--- src/rtl/coco_sd_arbiter.sv ---
// Round-robin arbiter that shares the user_io SD block channel between the
// floppy controller (requester A) and the hard-disk/SDC interface (requester B).
module coco_sd_arbiter #(
    parameter int          NA      = 4,
    parameter int          NB      = 2,
    parameter logic [23:0] TIMEOUT = 24'd5_727_270
) (
    input  logic             clk,
    input  logic             reset_n,
    input  logic [31:0]      a_lba,
    input  logic [NA-1:0]    a_rd,
    input  logic [NA-1:0]    a_wr,
    output logic             a_ack,
    output logic             a_buff_wr,
    input  logic [7:0]       a_buff_din,
    input  logic [31:0]      b_lba,
    input  logic [NB-1:0]    b_rd,
    input  logic [NB-1:0]    b_wr,
    output logic             b_ack,
    output logic             b_buff_wr,
    input  logic [7:0]       b_buff_din,
    output logic [31:0]      sd_lba,
    output logic [NA+NB-1:0] sd_rd,
    output logic [NA+NB-1:0] sd_wr,
    input  logic             sd_ack,
    input  logic             sd_buff_wr,
    output logic [7:0]       sd_buff_din,
    output logic [1:0]       grant,
    output logic             busy,
    output logic             timeout_err
);

    localparam int ND = NA + NB;

    typedef enum logic [1:0] {
        ST_IDLE    = 2'd0,
        ST_REQ     = 2'd1,
        ST_XFER    = 2'd2,
        ST_RELEASE = 2'd3
    } state_t;

    state_t          r_state;
    logic            r_last_b;
    logic [23:0]     r_cnt;
    logic [31:0]     r_lba;
    logic [ND-1:0]   r_rd;
    logic [ND-1:0]   r_wr;
    logic [ND-1:0]   r_sel;
    logic            r_sel_wr;
    logic [1:0]      r_grant;
    logic            r_busy;
    logic            r_terr;

    logic            w_a_pend;
    logic            w_b_pend;
    logic            w_pick_b;
    logic [NA-1:0]   w_a_wr_oh;
    logic [NA-1:0]   w_a_rd_oh;
    logic [NB-1:0]   w_b_wr_oh;
    logic [NB-1:0]   w_b_rd_oh;
    logic [NA-1:0]   w_a_cmd;
    logic [NB-1:0]   w_b_cmd;
    logic [ND-1:0]   w_sel;
    logic            w_sel_wr;
    logic [23:0]     w_cnt_nxt;
    logic            w_served_on;

    assign w_a_pend = (|a_rd) | (|a_wr);
    assign w_b_pend = (|b_rd) | (|b_wr);
    // On a tie the side that was not served last wins.
    assign w_pick_b = w_b_pend & (~w_a_pend | ~r_last_b);

    // x & -x isolates the lowest set bit.
    assign w_a_wr_oh = a_wr & (~a_wr + NA'(1'b1));
    assign w_a_rd_oh = a_rd & (~a_rd + NA'(1'b1));
    assign w_b_wr_oh = b_wr & (~b_wr + NB'(1'b1));
    assign w_b_rd_oh = b_rd & (~b_rd + NB'(1'b1));
    assign w_a_cmd   = (|a_wr) ? w_a_wr_oh : w_a_rd_oh;
    assign w_b_cmd   = (|b_wr) ? w_b_wr_oh : w_b_rd_oh;

    assign w_sel    = w_pick_b ? {w_b_cmd, {NA{1'b0}}} : {{NB{1'b0}}, w_a_cmd};
    assign w_sel_wr = w_pick_b ? (|b_wr) : (|a_wr);

    assign w_cnt_nxt   = (r_cnt == 24'hFF_FFFF) ? r_cnt : (r_cnt + 24'd1);
    // RELEASE waits for the requester to drop the exact bit that was served.
    assign w_served_on = |((r_sel_wr ? {b_wr, a_wr} : {b_rd, a_rd}) & r_sel);

    // Arbitration FSM with all channel-side outputs registered.
    always_ff @(posedge clk or negedge reset_n) begin
        if (!reset_n) begin
            r_state  <= ST_IDLE;
            r_last_b <= 1'b1;
            r_cnt    <= 24'd0;
            r_lba    <= 32'd0;
            r_rd     <= {ND{1'b0}};
            r_wr     <= {ND{1'b0}};
            r_sel    <= {ND{1'b0}};
            r_sel_wr <= 1'b0;
            r_grant  <= 2'b00;
            r_busy   <= 1'b0;
            r_terr   <= 1'b0;
        end else begin
            r_terr <= 1'b0;
            case (r_state)
                ST_IDLE: begin
                    if (w_a_pend | w_b_pend) begin
                        r_lba    <= w_pick_b ? b_lba : a_lba;
                        r_rd     <= w_sel_wr ? {ND{1'b0}} : w_sel;
                        r_wr     <= w_sel_wr ? w_sel : {ND{1'b0}};
                        r_sel    <= w_sel;
                        r_sel_wr <= w_sel_wr;
                        r_grant  <= w_pick_b ? 2'b10 : 2'b01;
                        r_last_b <= w_pick_b;
                        r_cnt    <= 24'd0;
                        r_busy   <= 1'b1;
                        r_state  <= ST_REQ;
                    end
                end
                ST_REQ: begin
                    if (sd_ack) begin
                        r_rd    <= {ND{1'b0}};
                        r_wr    <= {ND{1'b0}};
                        r_state <= ST_XFER;
                    end else if (w_cnt_nxt == TIMEOUT) begin
                        r_cnt   <= w_cnt_nxt;
                        r_rd    <= {ND{1'b0}};
                        r_wr    <= {ND{1'b0}};
                        r_grant <= 2'b00;
                        r_busy  <= 1'b0;
                        r_terr  <= 1'b1;
                        r_state <= ST_IDLE;
                    end else begin
                        r_cnt <= w_cnt_nxt;
                    end
                end
                ST_XFER: begin
                    if (!sd_ack) begin
                        r_state <= ST_RELEASE;
                    end
                end
                ST_RELEASE: begin
                    if (!w_served_on) begin
                        r_grant <= 2'b00;
                        r_busy  <= 1'b0;
                        r_state <= ST_IDLE;
                    end
                end
                default: begin
                    r_rd    <= {ND{1'b0}};
                    r_wr    <= {ND{1'b0}};
                    r_grant <= 2'b00;
                    r_busy  <= 1'b0;
                    r_state <= ST_IDLE;
                end
            endcase
        end
    end

    assign sd_lba      = r_lba;
    assign sd_rd       = r_rd;
    assign sd_wr       = r_wr;
    assign grant       = r_grant;
    assign busy        = r_busy;
    assign timeout_err = r_terr;

    assign a_ack     = sd_ack & r_grant[0];
    assign b_ack     = sd_ack & r_grant[1];
    assign a_buff_wr = sd_buff_wr & r_grant[0];
    assign b_buff_wr = sd_buff_wr & r_grant[1];

    // Write-data mux, zero-latency so data lines up with sd_buff_addr.
    always_comb begin
        sd_buff_din = 8'h00;
        case (r_grant)
            2'b01:   sd_buff_din = a_buff_din;
            2'b10:   sd_buff_din = b_buff_din;
            default: sd_buff_din = 8'h00;
        endcase
    end

endmodule

--- config.mk ---
export PLATFORM = sky130hd
export DESIGN_NAME = coco_sd_arbiter
export DESIGN_NICKNAME = d
export VERILOG_FILES = /design/src/rtl/coco_sd_arbiter.sv
export SDC_FILE = /design/constraint.sdc
export NUM_CORES = 1
export LEC_CHECK = 0
export ABC_AREA = 1
export CORE_MARGIN = 2
export CORE_UTILIZATION = 43
export CTS_BUF_LIST = sky130_fd_sc_hd__clkbuf_8 sky130_fd_sc_hd__clkbuf_16
export CTS_CLUSTER_SIZE = 20
export DETAILED_ROUTE_END_ITERATION = 8
export HOLD_SLACK_MARGIN = 0.02
export PLACE_DENSITY = 0.78
export SLEW_MARGIN = 40
export SYNTH_ARGS = -nofsm -noshare
export SYNTH_HDL_FRONTEND = slang
export SYNTH_SLANG_ARGS = --single-unit
export TNS_END_PERCENT = 5
--- constraint.sdc ---
create_clock -name clk -period 2.26 [get_ports clk]
set_clock_uncertainty 0.1 [all_clocks]
set_input_delay 0.565 -clock clk [delete_from_list [all_inputs] [get_ports clk]]
set_output_delay 0.565 -clock clk [all_outputs]
set_load 0.05 [all_outputs]
==> results.toml, run 1 <==
[logic_synthesis]
async_reset_ff_share_pct = 100
synth-edff-count = 0
netlist_instances = 695
syn-num-nets = 799
yosys.area.top_type = "dfrtp_1"
ys_warn_count = 0
synth_seq_cells = 82
synth.area.top_cells = "dfrtp_1 41%, nand2_1 14%, o21ai_0 9.7%"
synth_area_mm2 = 0.00496
yosysSeqAreaShare_pct = 41.4
yosysTopAreaCellShare_pct = 40.9
synth_common_cells = "186 x nand2_1, 96 x o21ai_0, 93 x nor2_1, 81 x dfrtp_1, 57 x inv_1"
syn_avg_cell_area_um2 = 7.14
post-synth-top-count-cell = "nand2_1"
yosys_most_used_dff = "dfrtp_1"
ys_types = 34

[routing]
drtPass1Iterations = 6
via_per_inst = 5.33
postRouteAntennaNets = 0
vias = 5888
first_iter_violations = 461
wl_um = 17500
drc_errors = 0
wl_per_cell_um = 15.8

[clocking]
cts_buffers = 9
clockBufferDepth = 2
root_buffer = "clkbuf_16"
path_clk_slew_ns = 0.07
tritoncts = "built"
cts.sinks = 82
cts_htree_levels = 3
clk_latency_ns = 0.34

[run_status]
status = "finished with violations"
violations = "negative setup slack"

[setup_path]
ff2ff_setup_slack_ns = -0.21
max_stage_delay_ns = 0.41
cp-start-kind = "flop"
cp_top_family = "simple AND/OR/NAND/NOR gates"
crit_arrival_ns = 2.60
worstSetupPathType = "reg -> reg"
path_common_cell = "nand2_4"
worst_setup_path_end_kind = "flop"
critPathMaxFanout = 5
cpMaxStageDelayCell = "dfrtp_1"
cp_cell_sequence = "ha_4 -> nand2_4 -> nor2_4 -> nand2_4 -> nor2_4 -> nand2_4 -> buf_6 -> nand2_4 -> nand2_4 -> nor2_4 -> nand3b_1 -> nor2_2 -> nand2_2 -> nand3_4 -> nand2_8 -> buf_12 -> nand2_2 -> o21ai_2"
worstPathRequired_ns = 2.39
critPathBufInv = 2

[global_route]
grt-ovfl-total = 0
antenna_found_initial = 0
track_usage_pct = 28.3
grt_pass1_vias = 5913
grt_pass1_wl_um = 28500
grt_max_degree = 35

[die]
row_count = 39
start_util_pct = 43.8
fp.coreArea_mm2 = 0.0113
die_y_um = 111
die_x_um = 111
die_area_mm2 = 0.0124
io-pin-count = 156

[timing]
tightest_slew_ns = 0.559
finalHoldViolCount = 0
period_share_pct = 109
rsz0062_at_grt = "true"
finalCriticalPeriod_ns = 2.47
timing.hold.ws_ns = 0.0718
setup-tns-final_ns = -3.37
setup_slack_ns = -0.212
report.final.slew_viol_count = 0
max_slew_margin_pct = 62.7
setup_viol = 19
fmax_mhz = 405

[place]
dpl_worst_slack_ns = -0.406
gp_congestion = 0.925
placed_area_mm2 = 0.00767
io_buffers = 155
dp_hpwl_um = 13100

[job]
cap_violations = 0

[pwr]
switchingPower_w = 0.00527
p_per_area_mw_per_mm2 = 1280
p_int_w = 0.00555
pwr-share-clk_pct = 14.0
combinationalPowerShare_pct = 64.2
seqPwrFrac_pct = 21.8
swShare_pct = 48.7
ir_worst_vdd_v = 0.00115
leakagePower_nw = 3.77

[final_layout]
utilization_pct = 74.5
antenna_cells = 0
fin_nets = 1061
drive_above_1_share_pct = 27.7
fin_area_mm2 = 0.00843
area_growth_pct = 70.0

[min_path]
hold_path.class = "in -> async"
-- metrics by stage --
| step | total power, W | instances |
|---|---|---|
| floorplan | 0.00607 | 695 |
| global placement | 0.00848 | 1074 |
| detailed placement | 0.00864 | 1074 |
| CTS | 0.0106 | 1103 |
| global route | 0.0114 | 1105 |
| finish | 0.0108 | 1105 |
-- power by group through the flow --
stage	clock (W)	combinational, W	sequential (W)
6_report	0.00151	0.00694	0.00236
3_3_place_gp	0	0.00616	0.00232
3_5_place_dp	0	0.00630	0.00234
2_1_floorplan	0	0.00250	0.00357
4_1_cts	0.00153	0.00672	0.00234
5_1_grt	0.00159	0.00736	0.00243
-- area by class of cell --
| class | count | area, um^2 |
|---|---|---|
| tap | 143 | 179 |
| fill | 844 | 2890 |
| sequential | 82 | 2060 |
| multi-input combinational | 525 | 2900 |
| clock buffer | 10 | 239 |
| clock inverter | 6 | 66.3 |
| timing repair buffer | 280 | 2770 |
| inverter | 59 | 226 |
-- flip-flops by register name (all words and copies together), names as in the netlist, named ones only --
name         cells
busy             1
grant            2
r_cnt           24
r_last_b         1
r_sel            6
r_sel_wr         1
r_state          1
sd_lba          32
sd_rd            6
sd_wr            6
timeout_err      1
-- cells by family after synthesis --
kind of cell | share of synthesized area (%)
flip-flops | 41.4
AO/OA/AOI/OAI | 16.3
buffers and inverters | 7.24
AND/OR/NAND/NOR | 31.8
adder cells (fa/ha/maj) | 2.02
XOR/XNOR | 1.24
-- worst paths after layout --
kind / startpoint / to / cells past startpoint
worst max-delay path: r_cnt[0] / sd_rd[3] / 18
worst min-delay path: reset_n / r_cnt[22] / 1
worst max register to register: r_cnt[0] / sd_rd[3] / 18
worst min register to register: sd_lba[0] / sd_lba[0] / 2
max in group asynchronous: reset_n / grant[1] / 2
min in group clk: sd_lba[0] / sd_lba[0] / 2
-- cells in the final DEF (no fill, tap or decap), types with 5 or more instances in the layout --
| master | Yosys | routed |
|---|---|---|
| a21oi_1 | 15 | 7 |
| nand2_1 | 186 | 172 |
| ha_1 | 8 | 5 |
| buf_4 | 3 | 114 |
| inv_2 | 2 | 7 |
| clkbuf_16 | 0 | 9 |
| nand4_1 | 8 | 8 |
| nor3_1 | 8 | 6 |
| nor2_4 | 4 | 8 |
| nor2_2 | 3 | 18 |
| clkdlybuf4s50_1 | 0 | 134 |
| o21ai_2 | 12 | 12 |
| o21ai_0 | 96 | 81 |
| nand2_2 | 14 | 22 |
| nand3_1 | 39 | 31 |
| buf_12 | 0 | 20 |
| inv_1 | 57 | 50 |
| o21ai_1 | 2 | 17 |
| o22ai_1 | 9 | 9 |
| dfrtp_1 | 81 | 79 |
| nand2_4 | 2 | 7 |
| nand3_2 | 1 | 7 |
| nor2_1 | 93 | 74 |
| buf_6 | 2 | 7 |
| xor2_1 | 7 | 5 |
| a21oi_4 | 0 | 8 |
-- layer usage --
layer,global-route usage [%],up-vias,part of all wire (%),wire [um]
met5,0,-,0,0
met4,9.55,0,1.7,297
met3,6.26,26,8.1,1420
met2,47.0,261,49,8590
met1,36.8,2808,41,7180
li1,-,2793,-,-
-- what timing repair did --
action / 4_1_cts / 5_1_grt
endpoints found under the setup margin: 31 / 93
gates resized for setup: 44 / 58
hold buffers: 0 / 0
cloned: 2 / 0
pin swaps: 15 / 19
buffers inserted: 11 / 2
(Power assumes the default switching activity.)
==> run 2, diff against run 1 <==
Settings changed: CTS_CLUSTER_DIAMETER set to 150.
==> results of run 2 <==
Final layout, timing and power as in run 1 (identical DEF).
==> run 3, diff against run 2 <==
Settings changed: CORE_ASPECT_RATIO set to 1.5.
==> results.toml, run 3 (synthesis results as in run 1) <==
[pwr]
seqPwrFrac_pct = 22.4
p_int_w = 0.00550
pwr-share-clk_pct = 14.8
p_total_w = 0.0107
p_per_area_mw_per_mm2 = 1270
switchingPower_w = 0.00522
swShare_pct = 48.7
leakagePower_nw = 3.74
combinationalPowerShare_pct = 62.8
ir_worst_vdd_v = 0.00109

[global_route]
grtUsageMet1_pct = 30.1
grt_pass1_wl_um = 29400
grt_pass1_vias = 6158
busiest_layer = "met2"
grt_max_degree = 35
antenna_found_initial = 0
track_usage_pct = 29.9
grt-ovfl-total = 0
grt_util_met3_pct = 5.23
use_met2_pct = 58.5

[die]
die_x_um = 91.7
io-pin-count = 156
die_area_mm2 = 0.0124
fp.coreArea_mm2 = 0.0114
die_y_um = 136
start_util_pct = 43.7
row_count = 48

[routing]
wl_per_cell_um = 16.8
via_per_inst = 5.30
wl_um = 18500
first_iter_violations = 341
drc_errors = 0
postRouteAntennaNets = 0
drtPass1Iterations = 4
vias = 5841

[final_layout]
fin_area_mm2 = 0.00842
mostFrequentLayoutCell = "nand2_1"
area_growth_pct = 69.7
fin_nets = 1051
final_cell_mix = "173 x nand2_1, 133 x clkdlybuf4s50_1, 105 x buf_4, 79 x o21ai_0, 76 x dfrtp_1"
antenna_cells = 0
largest_reg_flops = 32
drive_above_1_share_pct = 27.7

[setup_path]
reg2regPathDepth = 17
ff2ff_setup_slack_ns = -0.19
worst_setup_path_end_kind = "flop"
endpoint = "sd_wr[3]"
cp-start-kind = "flop"
crit_start = "r_cnt[0]"
max_stage_delay_ns = 0.42
path_common_cell = "nand2_4"
critPathMaxFanout = 8
cp_cell_sequence = "ha_4 -> nand2_4 -> nor2_4 -> nand2_4 -> nor2_4 -> nand2_4 -> nand2_2 -> nand2_2 -> nor2_4 -> nand3b_1 -> nor2_2 -> nand2_2 -> nand3_4 -> nand2_8 -> buf_12 -> nand2_4 -> o21ai_2"
worstPathRequired_ns = 2.39
crit_arrival_ns = 2.58
reg2reg_from = "r_cnt[0]"
cpMaxStageDelayCell = "dfrtp_1"
worstSetupPathType = "reg -> reg"
r2r-end = "sd_wr[3]"

[clocking]
clockBufferDepth = 2
hold_buffers = 0
root_buffer = "clkbuf_16"
cts.sinks = 82
cts_buffers = 9
cts_htree_levels = 3
clk_latency_ns = 0.34
tritoncts = "built"
path_clk_slew_ns = 0.06

[timing]
setup_slack_ns = -0.194
period_share_pct = 109
setup_viol = 18
finalCriticalPeriod_ns = 2.45
max_slew_margin_pct = 62.4
fmax_mhz = 408
report.final.slew_viol_count = 0
rsz0062_at_grt = "true"
tightest_slew_ns = 0.562
finalHoldViolCount = 0

[min_path]
hold_path.class = "in -> async"

[place]
gp_congestion = 0.998
io_buffers = 155
dp_hpwl_um = 13900
placed_area_mm2 = 0.00765

[run_status]
violations = "negative setup slack"
status = "finished with violations"

[job]
cap_violations = 0
## run 3: changes by cell type in the layout (fill, tap and decap cells not counted), moves of 3 or more
cell     change
buf_4        -9
nor2_4       +5
nand3_1      +4
nand3_2      -4
dfrtp_1      -3
dfrtp_2      +3
nor2_1       -3
## run 3: layout make-up
class                   instances  area (um^2)
flip-flops and latches         82         2060
repair buffers                270         2670
well taps                     150          188
clock inverters                 7         93.8
clock buffers                   9          225
fillers                       801         2930
inverters                      59          224
multi-input cells             525         2960
## run 3: how the worst min path moves through the flow
stage	from	to
after global routing	reset_n	sd_lba[15]
after floorplan	reset_n	asynchronous set/reset pin
final	reset_n	sd_lba[15]
after detailed placement	sd_lba[8]	sd_lba[8]
after CTS	reset_n	sd_lba[15]
after global placement	busy	busy
## run 3: power by group through the flow
stage / sequential, W / combinational, W / clock, W
4_1_cts: 0.00235 / 0.00645 / 0.00159
3_3_place_gp: 0.00233 / 0.00612 / 0
3_5_place_dp: 0.00234 / 0.00626 / 0
5_1_grt: 0.00245 / 0.00714 / 0.00165
6_report: 0.00240 / 0.00673 / 0.00159
2_1_floorplan: 0.00357 / 0.00250 / 0
## run 3: routing by layer
metal | vias up | part of all wire [%]
li1 | 2757 | -
met2 | 253 | 55
met3 | 66 | 6.1
met4 | 0 | 4.3
met1 | 2765 | 34
met5 | - | 0
## run 3: what timing repair did
item / in CTS / in global routing
setup endpoints to repair: 90 / 87
pin swaps: 10 / 18
gates cloned: 0 / 1
gates resized for setup: 56 / 60
setup buffers: 4 / 3
## run 3: worst max-delay path: cells and delay by family (launching register included)
kind,cells,cell delay [ns]
AND/OR/NAND/NOR,14,1.40
flip-flops,1,0.42
adder cells (fa/ha/maj),1,0.18
buffers and inverters,1,0.16
AO/OA/AOI/OAI,1,0.05
## run 3: metrics by stage
stage / cells / setup slack, ns / hold slack, ns / TNS (ns) / utilization, %
after detailed placement: 1078 / -0.540 / 0.372 / -32.95 / 67.4
after floorplan: 695 / -0.0176 / 0.169 / -0.141 / -
after global placement: 1078 / -0.504 / 0.355 / -32.36 / 67.4
after global routing: 1102 / -0.324 / 0.105 / -5.58 / 74.2
final: 1102 / -0.194 / 0.0753 / -2.87 / 74.2
after CTS: 1098 / -0.139 / 0.0889 / -2.03 / 72.1
